<file path="config.mk">
export PLATFORM = sky130hd
export DESIGN_NAME = ps2_zx_keyboard
export DESIGN_NICKNAME = d
export VERILOG_FILES = /design/src/rtl/ps2_zx_keyboard_pkg.sv /design/src/rtl/ps2_rx.sv /design/src/rtl/ps2_zx_keyboard.sv
export SDC_FILE = /design/constraint.sdc
export NUM_CORES = 1
export LEC_CHECK = 0
export BUFFER_PORTS_ARGS = -buffer_cell sky130_fd_sc_hd__buf_2
export CORE_ASPECT_RATIO = 0.5
export CORE_MARGIN = 2
export CORE_UTILIZATION = 35
export CTS_CLUSTER_DIAMETER = 40
export CTS_CLUSTER_SIZE = 8
export DETAILED_ROUTE_END_ITERATION = 12
export SLEW_MARGIN = 0
export SYNTH_ARGS = -nofsm -noshare
export SYNTH_HDL_FRONTEND = slang
export SYNTH_SLANG_ARGS = --single-unit
</file>
<file path="constraint.sdc">
create_clock -name clk14 -period 4.2 [get_ports clk14]
set_clock_uncertainty 0.2 [all_clocks]
set_input_delay 1.05 -clock clk14 [delete_from_list [all_inputs] [get_ports clk14]]
set_output_delay 1.05 -clock clk14 [all_outputs]
set_load 0.01 [all_outputs]
</file>
<file path="src/rtl/ps2_zx_keyboard_pkg.sv">
// Shared decoder types, scancode constants and the set-2 keymap lookup for ps2_zx_keyboard.
// Extended-key positions and map_ext() exist only when PS2_KEYMAP_EXT_EN is defined.
package ps2_zx_keyboard_pkg;

  localparam int MX_ROWS = 8;
  localparam int MX_COLS = 5;
  localparam int MX_KEYS = MX_ROWS * MX_COLS;

  localparam logic [7:0] SC_PFX_EXT = 8'hE0;
  localparam logic [7:0] SC_PFX_BRK = 8'hF0;
  localparam logic [7:0] SC_BAT     = 8'hAA;
  localparam logic [7:0] SC_ACK     = 8'hFA;
  localparam logic [7:0] SC_OVR_LO  = 8'h00;
  localparam logic [7:0] SC_OVR_HI  = 8'hFF;
  localparam logic [7:0] SC_CTRL    = 8'h14;
  localparam logic [7:0] SC_ALT     = 8'h11;
  localparam logic [7:0] SC_DEL     = 8'h71;
  localparam logic [7:0] SC_RSHIFT  = 8'h59;
  localparam logic [7:0] SC_BKSP    = 8'h66;

  typedef logic [5:0] key_pos_t;

  // Matrix bit index is row*MX_COLS + column.
  localparam key_pos_t POS_CS = 6'd0;
  localparam key_pos_t POS_0  = 6'd20;

  typedef enum logic [1:0] {
    DEC_IDLE,
    DEC_EXT,
    DEC_BRK,
    DEC_EXT_BRK
  } dec_state_e;

  typedef struct packed {
    logic     hit0;
    key_pos_t pos0;
    logic     hit1;
    key_pos_t pos1;
  } key_hit_t;

  function automatic key_hit_t one_key(input int r, input int c);
    key_hit_t h;
    h      = '0;
    h.hit0 = 1'b1;
    h.pos0 = key_pos_t'(r * MX_COLS + c);
    return h;
  endfunction

  function automatic key_hit_t two_keys(input key_pos_t a, input key_pos_t b);
    key_hit_t h;
    h.hit0 = 1'b1;
    h.pos0 = a;
    h.hit1 = 1'b1;
    h.pos1 = b;
    return h;
  endfunction

  function automatic key_hit_t map_std(input logic [7:0] code);
    key_hit_t h;
    case (code)
      8'h12: h = one_key(0, 0);
      8'h1A: h = one_key(0, 1);
      8'h22: h = one_key(0, 2);
      8'h21: h = one_key(0, 3);
      8'h2A: h = one_key(0, 4);
      8'h1C: h = one_key(1, 0);
      8'h1B: h = one_key(1, 1);
      8'h23: h = one_key(1, 2);
      8'h2B: h = one_key(1, 3);
      8'h34: h = one_key(1, 4);
      8'h15: h = one_key(2, 0);
      8'h1D: h = one_key(2, 1);
      8'h24: h = one_key(2, 2);
      8'h2D: h = one_key(2, 3);
      8'h2C: h = one_key(2, 4);
      8'h16: h = one_key(3, 0);
      8'h1E: h = one_key(3, 1);
      8'h26: h = one_key(3, 2);
      8'h25: h = one_key(3, 3);
      8'h2E: h = one_key(3, 4);
      8'h45: h = one_key(4, 0);
      8'h46: h = one_key(4, 1);
      8'h3E: h = one_key(4, 2);
      8'h3D: h = one_key(4, 3);
      8'h36: h = one_key(4, 4);
      8'h4D: h = one_key(5, 0);
      8'h44: h = one_key(5, 1);
      8'h43: h = one_key(5, 2);
      8'h3C: h = one_key(5, 3);
      8'h35: h = one_key(5, 4);
      8'h5A: h = one_key(6, 0);
      8'h4B: h = one_key(6, 1);
      8'h42: h = one_key(6, 2);
      8'h3B: h = one_key(6, 3);
      8'h33: h = one_key(6, 4);
      8'h29: h = one_key(7, 0);
      8'h14: h = one_key(7, 1);
      8'h3A: h = one_key(7, 2);
      8'h31: h = one_key(7, 3);
      8'h32: h = one_key(7, 4);
      SC_RSHIFT: h = one_key(0, 0);
      SC_BKSP:   h = two_keys(POS_CS, POS_0);
      default:   h = '0;
    endcase
    return h;
  endfunction

`ifdef PS2_KEYMAP_EXT_EN
  localparam key_pos_t POS_5     = 6'd19;
  localparam key_pos_t POS_6     = 6'd24;
  localparam key_pos_t POS_7     = 6'd23;
  localparam key_pos_t POS_8     = 6'd22;
  localparam key_pos_t POS_ENTER = 6'd30;

  // Cursor keys become CS plus the Spectrum cursor digit.
  function automatic key_hit_t map_ext(input logic [7:0] code);
    key_hit_t h;
    case (code)
      8'h6B:   h = two_keys(POS_CS, POS_5);
      8'h72:   h = two_keys(POS_CS, POS_6);
      8'h75:   h = two_keys(POS_CS, POS_7);
      8'h74:   h = two_keys(POS_CS, POS_8);
      8'h5A:   h = two_keys(POS_ENTER, POS_ENTER);
      default: h = '0;
    endcase
    return h;
  endfunction
`endif

endpackage

</file>
<file path="src/rtl/ps2_rx.sv">
// PS/2 frame receiver: 2-FF synchronisers, stable-sample filters, 11-bit framing with odd
// parity check and a mid-frame idle timeout. Emits one-cycle byte_valid / err pulses.
module ps2_rx #(
  parameter int FILTER_LEN     = 4,
  parameter int TIMEOUT_CYCLES = 14000
) (
  input  logic       clk14,
  input  logic       rst_n,
  input  logic       ps2_clk,
  input  logic       ps2_dat,
  output logic [7:0] data_byte,
  output logic       byte_valid,
  output logic       err
);
  localparam int TW = $clog2(TIMEOUT_CYCLES);
  localparam logic [TW-1:0] TMO_LAST = TW'(TIMEOUT_CYCLES - 1);

  logic [1:0]            clk_sync_q, clk_sync_d, dat_sync_q, dat_sync_d;
  logic [FILTER_LEN-1:0] clk_hist_q, clk_hist_d, dat_hist_q, dat_hist_d;
  logic                  clk_filt_q, clk_filt_d, dat_filt_q, dat_filt_d;
  logic                  clk_prev_q, clk_prev_d;
  logic [3:0]            cnt_q, cnt_d;
  logic [7:0]            shift_q, shift_d, byte_q, byte_d;
  logic                  par_q, par_d, valid_q, valid_d, err_q, err_d;
  logic [TW-1:0]         tmo_q, tmo_d;
  logic                  fall;

  always_comb begin
    clk_sync_d = {clk_sync_q[0], ps2_clk};
    dat_sync_d = {dat_sync_q[0], ps2_dat};
    clk_hist_d = {clk_hist_q[FILTER_LEN-2:0], clk_sync_q[1]};
    dat_hist_d = {dat_hist_q[FILTER_LEN-2:0], dat_sync_q[1]};
    clk_filt_d = clk_filt_q;
    dat_filt_d = dat_filt_q;
    if (&clk_hist_q)       clk_filt_d = 1'b1;
    else if (~|clk_hist_q) clk_filt_d = 1'b0;
    if (&dat_hist_q)       dat_filt_d = 1'b1;
    else if (~|dat_hist_q) dat_filt_d = 1'b0;
    clk_prev_d = clk_filt_q;
  end

  assign fall = clk_prev_q & ~clk_filt_q;

  // cnt_q counts bits already taken: 0 idle, 1..8 data, 9 parity, 10 awaiting stop.
  always_comb begin
    cnt_d   = cnt_q;
    shift_d = shift_q;
    par_d   = par_q;
    byte_d  = byte_q;
    tmo_d   = tmo_q;
    valid_d = 1'b0;
    err_d   = 1'b0;
    if (fall) begin
      tmo_d = '0;
      if (cnt_q == 4'd0) begin
        if (!dat_filt_q) cnt_d = 4'd1;
        else             err_d = 1'b1;
      end else if (cnt_q <= 4'd8) begin
        shift_d = {dat_filt_q, shift_q[7:1]};
        cnt_d   = cnt_q + 4'd1;
      end else if (cnt_q == 4'd9) begin
        par_d = dat_filt_q;
        cnt_d = 4'd10;
      end else begin
        cnt_d = 4'd0;
        if (dat_filt_q && (^{shift_q, par_q})) begin
          valid_d = 1'b1;
          byte_d  = shift_q;
        end else begin
          err_d = 1'b1;
        end
      end
    end else if (cnt_q != 4'd0) begin
      if (tmo_q == TMO_LAST) begin
        tmo_d = '0;
        cnt_d = 4'd0;
        err_d = 1'b1;
      end else begin
        tmo_d = tmo_q + 1'b1;
      end
    end else begin
      tmo_d = '0;
    end
  end

  always_ff @(posedge clk14 or negedge rst_n) begin
    if (!rst_n) begin
      clk_sync_q <= 2'b11;
      dat_sync_q <= 2'b11;
      clk_hist_q <= '1;
      dat_hist_q <= '1;
      clk_filt_q <= 1'b1;
      dat_filt_q <= 1'b1;
      clk_prev_q <= 1'b1;
      cnt_q      <= 4'd0;
      shift_q    <= 8'h00;
      par_q      <= 1'b0;
      byte_q     <= 8'h00;
      tmo_q      <= '0;
      valid_q    <= 1'b0;
      err_q      <= 1'b0;
    end else begin
      clk_sync_q <= clk_sync_d;
      dat_sync_q <= dat_sync_d;
      clk_hist_q <= clk_hist_d;
      dat_hist_q <= dat_hist_d;
      clk_filt_q <= clk_filt_d;
      dat_filt_q <= dat_filt_d;
      clk_prev_q <= clk_prev_d;
      cnt_q      <= cnt_d;
      shift_q    <= shift_d;
      par_q      <= par_d;
      byte_q     <= byte_d;
      tmo_q      <= tmo_d;
      valid_q    <= valid_d;
      err_q      <= err_d;
    end
  end

  assign data_byte  = byte_q;
  assign byte_valid = valid_q;
  assign err        = err_q;
endmodule

</file>
<file path="src/rtl/ps2_zx_keyboard.sv">
// PS/2 set-2 keyboard to ZX Spectrum 8x5 key matrix: prefix decoder, matrix state, row readout
// and Ctrl+Alt+Del reset request. Define PS2_KEYMAP_EXT_EN to map cursor keys and keypad Enter.
import ps2_zx_keyboard_pkg::*;

module ps2_zx_keyboard #(
  parameter int FILTER_LEN     = 4,
  parameter int TIMEOUT_CYCLES = 14000
) (
  input  logic       clk14,
  input  logic       rst_n,
  input  logic       ps2_clk,
  input  logic       ps2_dat,
  input  logic [7:0] row_addr,
  output logic [4:0] kd,
  output logic       n_key_rst,
  output logic       frame_err
);
  logic [7:0]         rx_byte;
  logic               rx_valid;
  dec_state_e         state_q, state_d;
  logic               is_overrun;
  logic               do_clear, do_apply, apply_make, apply_ext;
  key_hit_t           hit;
  logic [MX_KEYS-1:0] matrix_q, matrix_d;
  logic               ctrl_q, ctrl_d, alt_q, alt_d, del_q, del_d;
  logic [4:0]         kd_q, kd_d;
  logic               n_key_rst_q, n_key_rst_d;

  ps2_rx #(
    .FILTER_LEN(FILTER_LEN),
    .TIMEOUT_CYCLES(TIMEOUT_CYCLES)
  ) u_rx (
    .clk14(clk14),
    .rst_n(rst_n),
    .ps2_clk(ps2_clk),
    .ps2_dat(ps2_dat),
    .data_byte(rx_byte),
    .byte_valid(rx_valid),
    .err(frame_err)
  );

  assign is_overrun = (rx_byte == SC_OVR_LO) || (rx_byte == SC_OVR_HI);

  always_ff @(posedge clk14 or negedge rst_n) begin
    if (!rst_n) state_q <= DEC_IDLE;
    else        state_q <= state_d;
  end

  always_comb begin
    state_d = state_q;
    if (rx_valid) begin
      if (is_overrun) begin
        state_d = DEC_IDLE;
      end else begin
        unique case (state_q)
          DEC_IDLE: begin
            if (rx_byte == SC_PFX_BRK)      state_d = DEC_BRK;
            else if (rx_byte == SC_PFX_EXT) state_d = DEC_EXT;
          end
          DEC_EXT: state_d = (rx_byte == SC_PFX_BRK) ? DEC_EXT_BRK : DEC_IDLE;
          default: state_d = DEC_IDLE;
        endcase
      end
    end
  end

  always_comb begin
    do_clear   = 1'b0;
    do_apply   = 1'b0;
    apply_make = 1'b0;
    apply_ext  = 1'b0;
    if (rx_valid) begin
      if (is_overrun) begin
        do_clear = 1'b1;
      end else begin
        unique case (state_q)
          DEC_IDLE: begin
            if (rx_byte != SC_PFX_BRK && rx_byte != SC_PFX_EXT &&
                rx_byte != SC_BAT && rx_byte != SC_ACK) begin
              do_apply   = 1'b1;
              apply_make = 1'b1;
            end
          end
          DEC_EXT: begin
            if (rx_byte != SC_PFX_BRK) begin
              do_apply   = 1'b1;
              apply_make = 1'b1;
              apply_ext  = 1'b1;
            end
          end
          DEC_BRK: do_apply = 1'b1;
          DEC_EXT_BRK: begin
            do_apply  = 1'b1;
            apply_ext = 1'b1;
          end
        endcase
      end
    end
  end

  always_comb begin
    if (apply_ext) begin
`ifdef PS2_KEYMAP_EXT_EN
      hit = map_ext(rx_byte);
`else
      hit = '0;
`endif
    end else begin
      hit = map_std(rx_byte);
    end
  end

  // Overrun clear outranks any make/release decoded in the same cycle.
  always_comb begin
    matrix_d = matrix_q;
    ctrl_d   = ctrl_q;
    alt_d    = alt_q;
    del_d    = del_q;
    if (do_clear) begin
      matrix_d = '0;
      ctrl_d   = 1'b0;
      alt_d    = 1'b0;
      del_d    = 1'b0;
    end else if (do_apply) begin
      if (hit.hit0) matrix_d[hit.pos0] = apply_make;
      if (hit.hit1) matrix_d[hit.pos1] = apply_make;
      if (!apply_ext && rx_byte == SC_CTRL) ctrl_d = apply_make;
      if (!apply_ext && rx_byte == SC_ALT)  alt_d  = apply_make;
      if (apply_ext && rx_byte == SC_DEL)   del_d  = apply_make;
    end
  end

  always_comb begin
    kd_d = 5'b11111;
    for (int r = 0; r < MX_ROWS; r++) begin
      if (!row_addr[r]) kd_d = kd_d & ~matrix_q[r*MX_COLS +: MX_COLS];
    end
    n_key_rst_d = ~(ctrl_q & alt_q & del_q);
  end

  always_ff @(posedge clk14 or negedge rst_n) begin
    if (!rst_n) begin
      matrix_q    <= '0;
      ctrl_q      <= 1'b0;
      alt_q       <= 1'b0;
      del_q       <= 1'b0;
      kd_q        <= 5'b11111;
      n_key_rst_q <= 1'b1;
    end else begin
      matrix_q    <= matrix_d;
      ctrl_q      <= ctrl_d;
      alt_q       <= alt_d;
      del_q       <= del_d;
      kd_q        <= kd_d;
      n_key_rst_q <= n_key_rst_d;
    end
  end

  assign kd        = kd_q;
  assign n_key_rst = n_key_rst_q;
endmodule

</file>
==> metrics, run 1 <==
run status=finished clean; largest net degree at the start of global routing=53; detailed-router iteration count before antenna repair=6; num rows=33; average wire per cell in the routed design=15.8 um; commonest non-fill, non-tap cells in the layout=82 x dfrtp_1, 53 x inv_1, 52 x nand2_1; share of post-route cells with drive strength above 1=0.193; post-synthesis net count=624; class of the tightest hold or removal check=reg2reg; Final period util=0.870; number of post-CTS setup repair buffers=0; Hold Path Sink=u_rx.clk_hist_q[0]$_DFF_PN1_; sequential-to-total area share from yosys stat=0.439; gate count after technology mapping=602; fin crit period=3650 ps; share of synthesized registers carrying an async set or reset=1.00; total standard cell area after synthesis=0.00594 mm2; average vias per placed instance=5.40; number of warning messages in the yosys log=0; Critical Path Sink Type=register; signal arrival time at the worst endpoint=3720 ps; Worst slew margin=0.510; level count of the clock H-tree=3; Crit Reg-Reg Startpoint=u_rx.data_byte[0]$_DFFE_PN0P_; Final Hold Fails=0; post-CTS sizing=0; number of different library cells in the post-synthesis netlist=77; clock-pin slew on the worst setup and hold paths=70 ps; slowest stage delay, CP=520 ps; die boundary height=96.1 um; IR Drop Worst-Case VDD=0.201 mV; worst slack after detailed placement=581 ps; area of the placeable core=0.0165 mm2; sw power=445 uW; Overall Global Routing Usage=0.157; highest clock rate=274 MHz; leftover overflow at the end of global routing=0; Detail Route Antenna Nets=0; Die Area=0.0181 mm2; master of the slowest instance on the critical path=or4_4; reg-to-reg endpoint=matrix_q[4]$_DFFE_PN0P_; routed wire length=13.6 mm; Worst Tran Pin Value=734 ps; part of the power in combinational logic=0.044; later-pin clock latency in the skew report=340 ps; count of buffers inserted at the top-level ports=18; die span in x=188 um; mean instance size in the synthesized netlist=9.86 um2; IO Pins=19; Post-synth top flop=dfrtp_1; PnR worst setup slack=548 ps; number of antenna violations at the first check in global routing=0; share of total power in the clock network=0.412; Layout Area Growth over Synthesis=11.6%; flip-flop and latch count after synthesis=103; count of hold buffers inserted by post-cts repair=0; Root Driver=clkbuf_16; CTS tree=done; most common cell after layout, fill and taps aside=dfrtp_1; chain of cells forming the critical path=inv_1, ha_1, or3b_4, or4_4, and3_4, a31o_4, nand2b_1, nor2_1, a32o_1; total via count in the routed design=4630; number of enable-type register cells in the synthesized netlist=0; Crit path max-delay family=simple AND/OR/NAND/NOR gates; final total negative setup slack=0 ps; number of sinks on the clock net=103; Register Area=0.00260 mm2; multi-input combinational cell area=0.00299 mm2; total leakage power=0.00270 uW; startpoint of the tightest hold check path=u_rx.clk_sync_q[1]$_DFF_PN1_; cell depth of the worst flop-to-flop path=9; sequential fraction of design power=0.543; power density cells=286 mW/mm2; critical setup path kind=reg2reg; setup slack of the most critical reg-to-reg path=550 ps; Buf+Inv Stages, Crit Path=1; highest net fanout along the worst path=17; final antenna diode count=0; Final Max Slew Viols=0; global-route wire length before repair=22.8 mm; drt initial violations=321; RSZ-0062 raised after global routing=false; number of nets at the end of the flow=648; FILL cells=1576; number of global-route vias before repair=4475; detailed-placement wirelength estimate=9.67 mm; net switching fraction of the power=0.235; Bufs on Longest Clock Path=2; routability-driven placement congestion ratio=0.875; count of final setup violators=0; total DRC errors in the routed layout=0; clock buffers created by TritonCTS=9; cell-internal power=1450 uW; # Max-Cap Violations=0; Starting Density=0.360; element type at the critical path start=register; required time at the worst-slack endpoint=4270 ps; hold depth=0
power groups by stage:
stage	combinational, uW	clock (uW)	sequential [uW]
finish	84.1	780	1030
global route	98.5	837	1030
CTS	86.7	807	1030
detailed placement	86.3	0	1050
global placement	85.7	0	1050
floorplan	45.8	0	1040
how the worst max path moves through the flow:
stage,start,endpoint,slack (ps),cells after the start
final,u_rx.data_byte[0]$_DFFE_PN0P_,matrix_q[4]$_DFFE_PN0P_,550,9
after global routing,u_rx.data_byte[0]$_DFFE_PN0P_,matrix_q[16]$_DFFE_PN0P_,370,8
after CTS,u_rx.data_byte[0]$_DFFE_PN0P_,matrix_q[4]$_DFFE_PN0P_,560,9
after detailed placement,u_rx.data_byte[0]$_DFFE_PN0P_,matrix_q[4]$_DFFE_PN0P_,580,9
after global placement,u_rx.data_byte[0]$_DFFE_PN0P_,matrix_q[20]$_DFFE_PN0P_,640,9
after floorplan,u_rx.data_byte[1]$_DFFE_PN0P_,matrix_q[13]$_DFFE_PN0P_,620,12
stage by stage:
| step | total power (uW) | std cells | instance area (um2) | utilization | hold slack [ps] |
|---|---|---|---|---|---|
| 2_1_floorplan | 1090 | 602 | 5940 | - | 145 |
| 3_3_place_gp | 1130 | 842 | 6350 | 0.386 | 146 |
| 3_5_place_dp | 1130 | 842 | 6350 | 0.386 | 147 |
| 4_1_cts | 1920 | 858 | 6620 | 0.402 | 158 |
| 5_1_grt | 1970 | 858 | 6620 | 0.402 | 162 |
| 6_report | 1890 | 858 | 6620 | 0.402 | 155 |
registers in the layout, summed over array words and instances, names as in the netlist, 2 cells and up:
signal and cells:
u_rx.data_byte 8, u_rx.clk_sync_q 2, u_rx.cnt_q 4, u_rx.dat_hist_q 4, matrix_q 40, u_rx.clk_hist_q 4
kd 5, u_rx.shift_q 8, state_q 2, u_rx.dat_sync_q 2, u_rx.tmo_q 14
cell usage after synthesis (12+ instances only):
cell / n / area (um2)
nand2_1: 52 / 195
nand2b_1: 13 / 81.3
o21ai_0: 12 / 60.1
dfrtp_1: 82 / 2050
a32o_1: 25 / 250
o22ai_1: 20 / 125
a21oi_1: 14 / 70.1
mux2i_1: 16 / 160
clkbuf_1: 13 / 48.8
inv_1: 53 / 199
mux2_2: 22 / 248
nand3_1: 45 / 225
dfstp_2: 21 / 552
nor2_1: 40 / 150
cell type report:
type	instances	share of cell area
timing repair buffer	41	0.0419
inverter	53	0.0300
multi-input combinational	418	0.451
clock inverter	6	0.00642
sequential	103	0.393
clock buffer	10	0.0346
tap	227	0.0429
cell families after synthesis:
family	count (synthesis)	share of synthesized area
xor gates and xnor gates	19	0.0280
buffers and inverters	81	0.0588
AOI/OAI and AO/OA	120	0.153
and+or+nand+nor	228	0.222
muxes	40	0.0763
adders and majority gates	11	0.0228
DFF	103	0.439
metal layers:
metal / part of all wire / GRT usage / vias to the layer above
li1: - / - / 2237
met1: 0.45 / 0.200 / 2241
met2: 0.49 / 0.276 / 138
met3: 0.051 / 0.0310 / 14
met4: 0.013 / 0.0427 / 0
met5: 0 / 0 / -
Note: power is estimated with default switching activity, not from simulation.
==> run 2: changes to the inputs <==
- CELL_PAD_IN_SITES_DETAIL_PLACEMENT: not set -> 0
- CELL_PAD_IN_SITES_GLOBAL_PLACEMENT: not set -> 1
- PLACE_DENSITY_LB_ADDON: not set -> 0.1
==> metrics, run 2 (synthesized netlist as in run 1, its figures left out) <==
run status=finished clean; Bufs on Longest Clock Path=2; clock buffers created by TritonCTS=9; area of the placeable core=0.0165 mm2; class of the tightest hold or removal check=reg2reg; Register Area=0.00260 mm2; fin crit period=3830 ps; total leakage power=0.00270 uW; detailed-placement wirelength estimate=10.6 mm; share of post-route cells with drive strength above 1=0.192; critical setup path kind=reg2reg; chain of cells forming the critical path=inv_1, ha_1, or3b_4, or4_4, and3_4, nor4b_4, nor4b_1, a32o_1; Final period util=0.911; Critical Path Source=u_rx.data_byte[1]$_DFFE_PN0P_; IO Pins=19; highest clock rate=261 MHz; PnR worst setup slack=373 ps; clock-pin slew on the worst setup and hold paths=80 ps; FILL cells=1633; commonest non-fill, non-tap cells in the layout=82 x dfrtp_1, 53 x inv_1, 52 x nand2_1; number of nets at the end of the flow=646; multi-input combinational cell area=0.00299 mm2; drt initial violations=292; # Max-Cap Violations=0; count of hold buffers inserted by post-cts repair=0; number of sinks on the clock net=103; Layout Area Growth over Synthesis=11.8%; Final Hold Fails=0; count of final setup violators=0; Worst Tran Pin Value=1100 ps; required time at the worst-slack endpoint=4280 ps; routability-driven placement congestion ratio=0.806; die boundary height=96.1 um; final total negative setup slack=0 ps; signal arrival time at the worst endpoint=3910 ps; Die Area=0.0181 mm2; num rows=33; later-pin clock latency in the skew report=350 ps; Detail Route Antenna Nets=0; startpoint of the tightest hold check path=u_rx.clk_sync_q[1]$_DFF_PN1_; Total Power=1950 uW; largest net degree at the start of global routing=77; highest net fanout along the worst path=17; power density cells=294 mW/mm2; number of global-route vias before repair=4457; level count of the clock H-tree=3; Crit Reg-Reg Startpoint=u_rx.data_byte[1]$_DFFE_PN0P_; final hold slack=160 ps; total DRC errors in the routed layout=0; global-route wire length before repair=24.9 mm; number of antenna violations at the first check in global routing=0; average wire per cell in the routed design=17.6 um; IR Drop Worst-Case VDD=0.181 mV; RSZ-0062 raised after global routing=false; die span in x=188 um; slowest stage delay, CP=580 ps; average vias per placed instance=5.36; master of the slowest instance on the critical path=nor4b_4; most flop-heavy register=matrix_q; final antenna diode count=0; worst slack after detailed placement=406 ps; count of buffers inserted at the top-level ports=18; Overall Global Routing Usage=0.177; Starting Density=0.360; routed wire length=15.0 mm; number of post-CTS setup repair buffers=0; Critical Path Sink Type=register; total via count in the routed design=4590; CTS tree=done; Worst slew margin=0.257; leftover overflow at the end of global routing=0; Final Max Slew Viols=0; Root Driver=clkbuf_16; detailed-router iteration count before antenna repair=4; element type at the critical path start=register; post-CTS sizing=0; number of flip-flops under the largest register name=40; registers with the most flip-flops=matrix_q (40), u_rx.tmo_q (14); most common cell after layout, fill and taps aside=dfrtp_1
## run 2: changes by cell type in the layout (fill, tap and decap cells not counted), sizes merged
cell / before / now
clkinv: 3 / 1
inv: 56 / 58
clkinvlp: 0 / 1
buf: 41 / 39
clkbuf: 10 / 9
## run 2: critical path, delay by kind of cell, from the launching register on
| family | cells | cell delay, ps |
|---|---|---|
| buffers and inverters | 1 | 170 |
| and+or+nand+nor | 5 | 2360 |
| AOI/OAI and AO/OA | 1 | 210 |
| DFF | 1 | 540 |
| adders and majority gates | 1 | 290 |
## run 2: per-stage QoR
step,instances,instance area [um2],utilization
after floorplan,602,5940,-
after global placement,840,6340,0.385
after detailed placement,840,6340,0.385
after CTS,856,6640,0.403
after global routing,856,6640,0.403
final,856,6640,0.403
## run 2: final cells by class
type | count | area share
repair buffers | 39 | 0.0396
clock inverters | 7 | 0.0109
clock buffers | 9 | 0.0339
multi-input cells | 418 | 0.450
well taps | 227 | 0.0428
flip-flops and latches | 103 | 0.392
inverters | 53 | 0.0300
## run 2: final timing paths
kind | depth (start not counted) | slack [ps] | endpoint
max in group asynchronous | 2 | 2620 | u_rx.clk_sync_q[1]$_DFF_PN1_
min reg2reg | 0 | 160 | u_rx.clk_hist_q[0]$_DFF_PN1_
max reg2reg | 8 | 370 | matrix_q[16]$_DFFE_PN0P_
min | 0 | 160 | u_rx.clk_hist_q[0]$_DFF_PN1_
min in group asynchronous | 1 | 420 | matrix_q[29]$_DFFE_PN0P_
max | 8 | 370 | matrix_q[16]$_DFFE_PN0P_
## run 2: report_power, final
part / internal (uW) / switching [uW]
combinational: 27.7 / 58.9
clock: 423 / 413
sequential: 1010 / 14.9
## run 2: per-layer routing
metal | GRT usage | up-vias | part of all wire | routed length, um
met5 | 0 | - | 0 | 0
met4 | 0.0367 | 0 | 0.0047 | 70
met3 | 0.0361 | 6 | 0.033 | 496
met2 | 0.287 | 76 | 0.47 | 7060
met1 | 0.247 | 2274 | 0.49 | 7400
li1 | - | 2234 | - | -
==> run 3: changes to the inputs <==
- SYNTH_HIERARCHICAL: not set -> 1
- clock period: 4.2 -> 3.91 ns (I/O delays scaled with it)
==> metrics, run 3 <==
total standard cell area after synthesis=0.00614 mm2; number of flip-flops under the largest register name=40; master of the slowest instance on the critical path=a21oi_2; num rows=34; final total negative setup slack=0 ps; die span in x=191 um; post-CTS sizing=0; Buf+Inv Stages, Crit Path=1; registers with the most flip-flops=matrix_q (40), u_rx/tmo_q (14); power density cells=367 mW/mm2; Root Driver=clkbuf_16; biggest area contributors in the synthesized netlist=dfrtp_1 33%, dfstp_2 9.0%, a32o_1 4.2%; commonest cells in the synthesized netlist=82 x dfrtp_1, 55 x inv_1, 40 x nor2_1; flip-flop and latch count after synthesis=103; clock buffers created by TritonCTS=9; Worst Tran Pin Value=1110 ps; largest net degree at the start of global routing=56; leftover overflow at the end of global routing=0; total via count in the routed design=4797; Placed Instances=855; post-synthesis net count=637; sequential fraction of design power=0.476; detailed-placement wirelength estimate=11.4 mm; Die Area=0.0187 mm2; number of nets at the end of the flow=654; drt initial violations=348; most flop-heavy register=matrix_q; routability-driven placement congestion ratio=0.810; die boundary height=97.7 um; number of warning messages in the yosys log=6; Critical Path Sink Type=register; slowest stage delay, CP=690 ps; number of different library cells in the post-synthesis netlist=85; detailed-router iteration count before antenna repair=7; level count of the clock H-tree=3; run status=finished clean; sw power=670 uW; Post-synth top flop=dfrtp_1; most common cell after layout, fill and taps aside=dfrtp_1; post-layout instance count excluding filler cells=871; average wire per cell in the routed design=18.4 um; number of post-CTS setup repair buffers=0; top-count cell post-synth=dfrtp_1; IR Drop Worst-Case VDD=0.219 mV; required time at the worst-slack endpoint=3960 ps; net switching fraction of the power=0.267; Overall Global Routing Usage=0.183; count of hold buffers inserted by post-cts repair=0; routed wire length=16.0 mm; number of sinks on the clock net=103; share of total power in the clock network=0.401; global-route wire length before repair=26.6 mm; IO Pins=19; CTS tree=done; Total Power=2510 uW; Layout Area Growth over Synthesis=11.6%; number of enable-type register cells in the synthesized netlist=0; later-pin clock latency in the skew report=360 ps; Crit path max-delay family=compound AO/OA/AOI/OAI gates; sequential-to-total area share from yosys stat=0.424; share of post-route cells with drive strength above 1=0.217; commonest non-fill, non-tap cells in the layout=82 x dfrtp_1, 55 x inv_1, 40 x nor2_1; average vias per placed instance=5.51; gate count after technology mapping=615; share of the synthesized area in the top cell type=0.334; RSZ-0062 raised after global routing=false; number of global-route vias before repair=4767; element type at the critical path start=register; count of final setup violators=0; number of antenna violations at the first check in global routing=0; total DRC errors in the routed layout=0; signal arrival time at the worst endpoint=3570 ps; clock-pin slew on the worst setup and hold paths=70 ps; Final Max Slew Viols=0; share of synthesized registers carrying an async set or reset=1.00; Worst slew margin=0.256; # Max-Cap Violations=0; Detail Route Antenna Nets=0; part of the power in combinational logic=0.124; highest net fanout along the worst path=16; Bufs on Longest Clock Path=2; count of buffers inserted at the top-level ports=18; Starting Density=0.356; biggest area consumer among synthesized cells=dfrtp_1; area of the placeable core=0.0173 mm2; Final period util=0.900; final antenna diode count=0; class of the tightest hold or removal check=reg2reg; mean instance size in the synthesized netlist=9.99 um2; cell-internal power=1840 uW; total leakage power=0.00265 uW; fin crit period=3520 ps; critical setup path kind=reg2reg; Final Hold Fails=0; chain of cells forming the critical path=inv_1, ha_1, a21bo_2, nor3_1, a2111oi_2, a21oi_2, nor4b_2, nand2_1, a32o_1; highest clock rate=284 MHz
-- run 3: cell count changes after synthesis, moves of 8 or more --
cell      change
nand3_1      -27
o21ai_0      +16
mux2i_1      -14
nand2_1      -13
o21ai_1      +12
mux2_2        -9
mux2_4        +8
o211ai_1      +8
o211ai_2      +8
-- run 3: final cells by class --
class,count,area (um2)
inverter,55,206
multi-input combinational,422,3130
sequential,103,2600
timing repair buffer,41,290
tap,234,293
fill,1743,10400
clock inverter,7,104
clock buffer,9,225
-- run 3: path summary, 6_finish.rpt --
check	slack, ps	cells past startpoint	end	startpoint
worst max-delay path	390	9	matrix_q[6]$_DFFE_PN0P_	u_rx/data_byte[1]$_DFFE_PN0P_
worst min-delay path	160	0	u_rx/dat_hist_q[0]$_DFF_PN1_	u_rx/dat_sync_q[1]$_DFF_PN1_
worst max register to register	390	9	matrix_q[6]$_DFFE_PN0P_	u_rx/data_byte[1]$_DFFE_PN0P_
worst min register to register	160	0	u_rx/dat_hist_q[0]$_DFF_PN1_	u_rx/dat_sync_q[1]$_DFF_PN1_
max in group asynchronous	2220	2	u_rx/dat_hist_q[0]$_DFF_PN1_	rst_n
min in group asynchronous	500	1	matrix_q[9]$_DFFE_PN0P_	rst_n
-- run 3: cells by family after synthesis --
| logic type | synth area share |
|---|---|
| simple gates | 0.196 |
| compound gates | 0.210 |
| flops | 0.424 |
| buf+inv | 0.0658 |
| mux | 0.0503 |
| xor+xnor | 0.0322 |
| fa+ha+maj | 0.0220 |
-- run 3: power groups by stage --
stage	clock [uW]	sequential [uW]	combinational (uW)
final	1010	1200	311
after CTS	1040	1200	316
after global routing	1080	1210	360
after floorplan	0	1200	242
after detailed placement	0	1220	314
after global placement	0	1220	314
-- run 3: worst register-to-register path: stages, from the launching register on --
cell and delay, ps:
dfrtp_1 470, inv_1 140, ha_1 340, a21bo_2 300, nor3_1 240, a2111oi_2 70, a21oi_2 690, nor4b_2 590
nand2_1 100, a32o_1 270
-- run 3: routing by layer --
metal	vias to the layer above	track usage	share of wire	wire (um)
met2	79	0.290	0.46	7410
li1	2311	-	-	-
met3	10	0.0419	0.031	498
met1	2397	0.255	0.50	8020
met4	0	0.0379	0.0066	106
met5	-	0	0	0
-- run 3: metrics by stage --
step	area, um2	utilization	hold slack, ps	setup WS (ps)
final	6860	0.397	157	390
after floorplan	6140	-	145	755
after global placement	6530	0.378	146	494
after CTS	6860	0.397	158	400
after detailed placement	6530	0.378	147	410
after global routing	6860	0.397	162	32.3
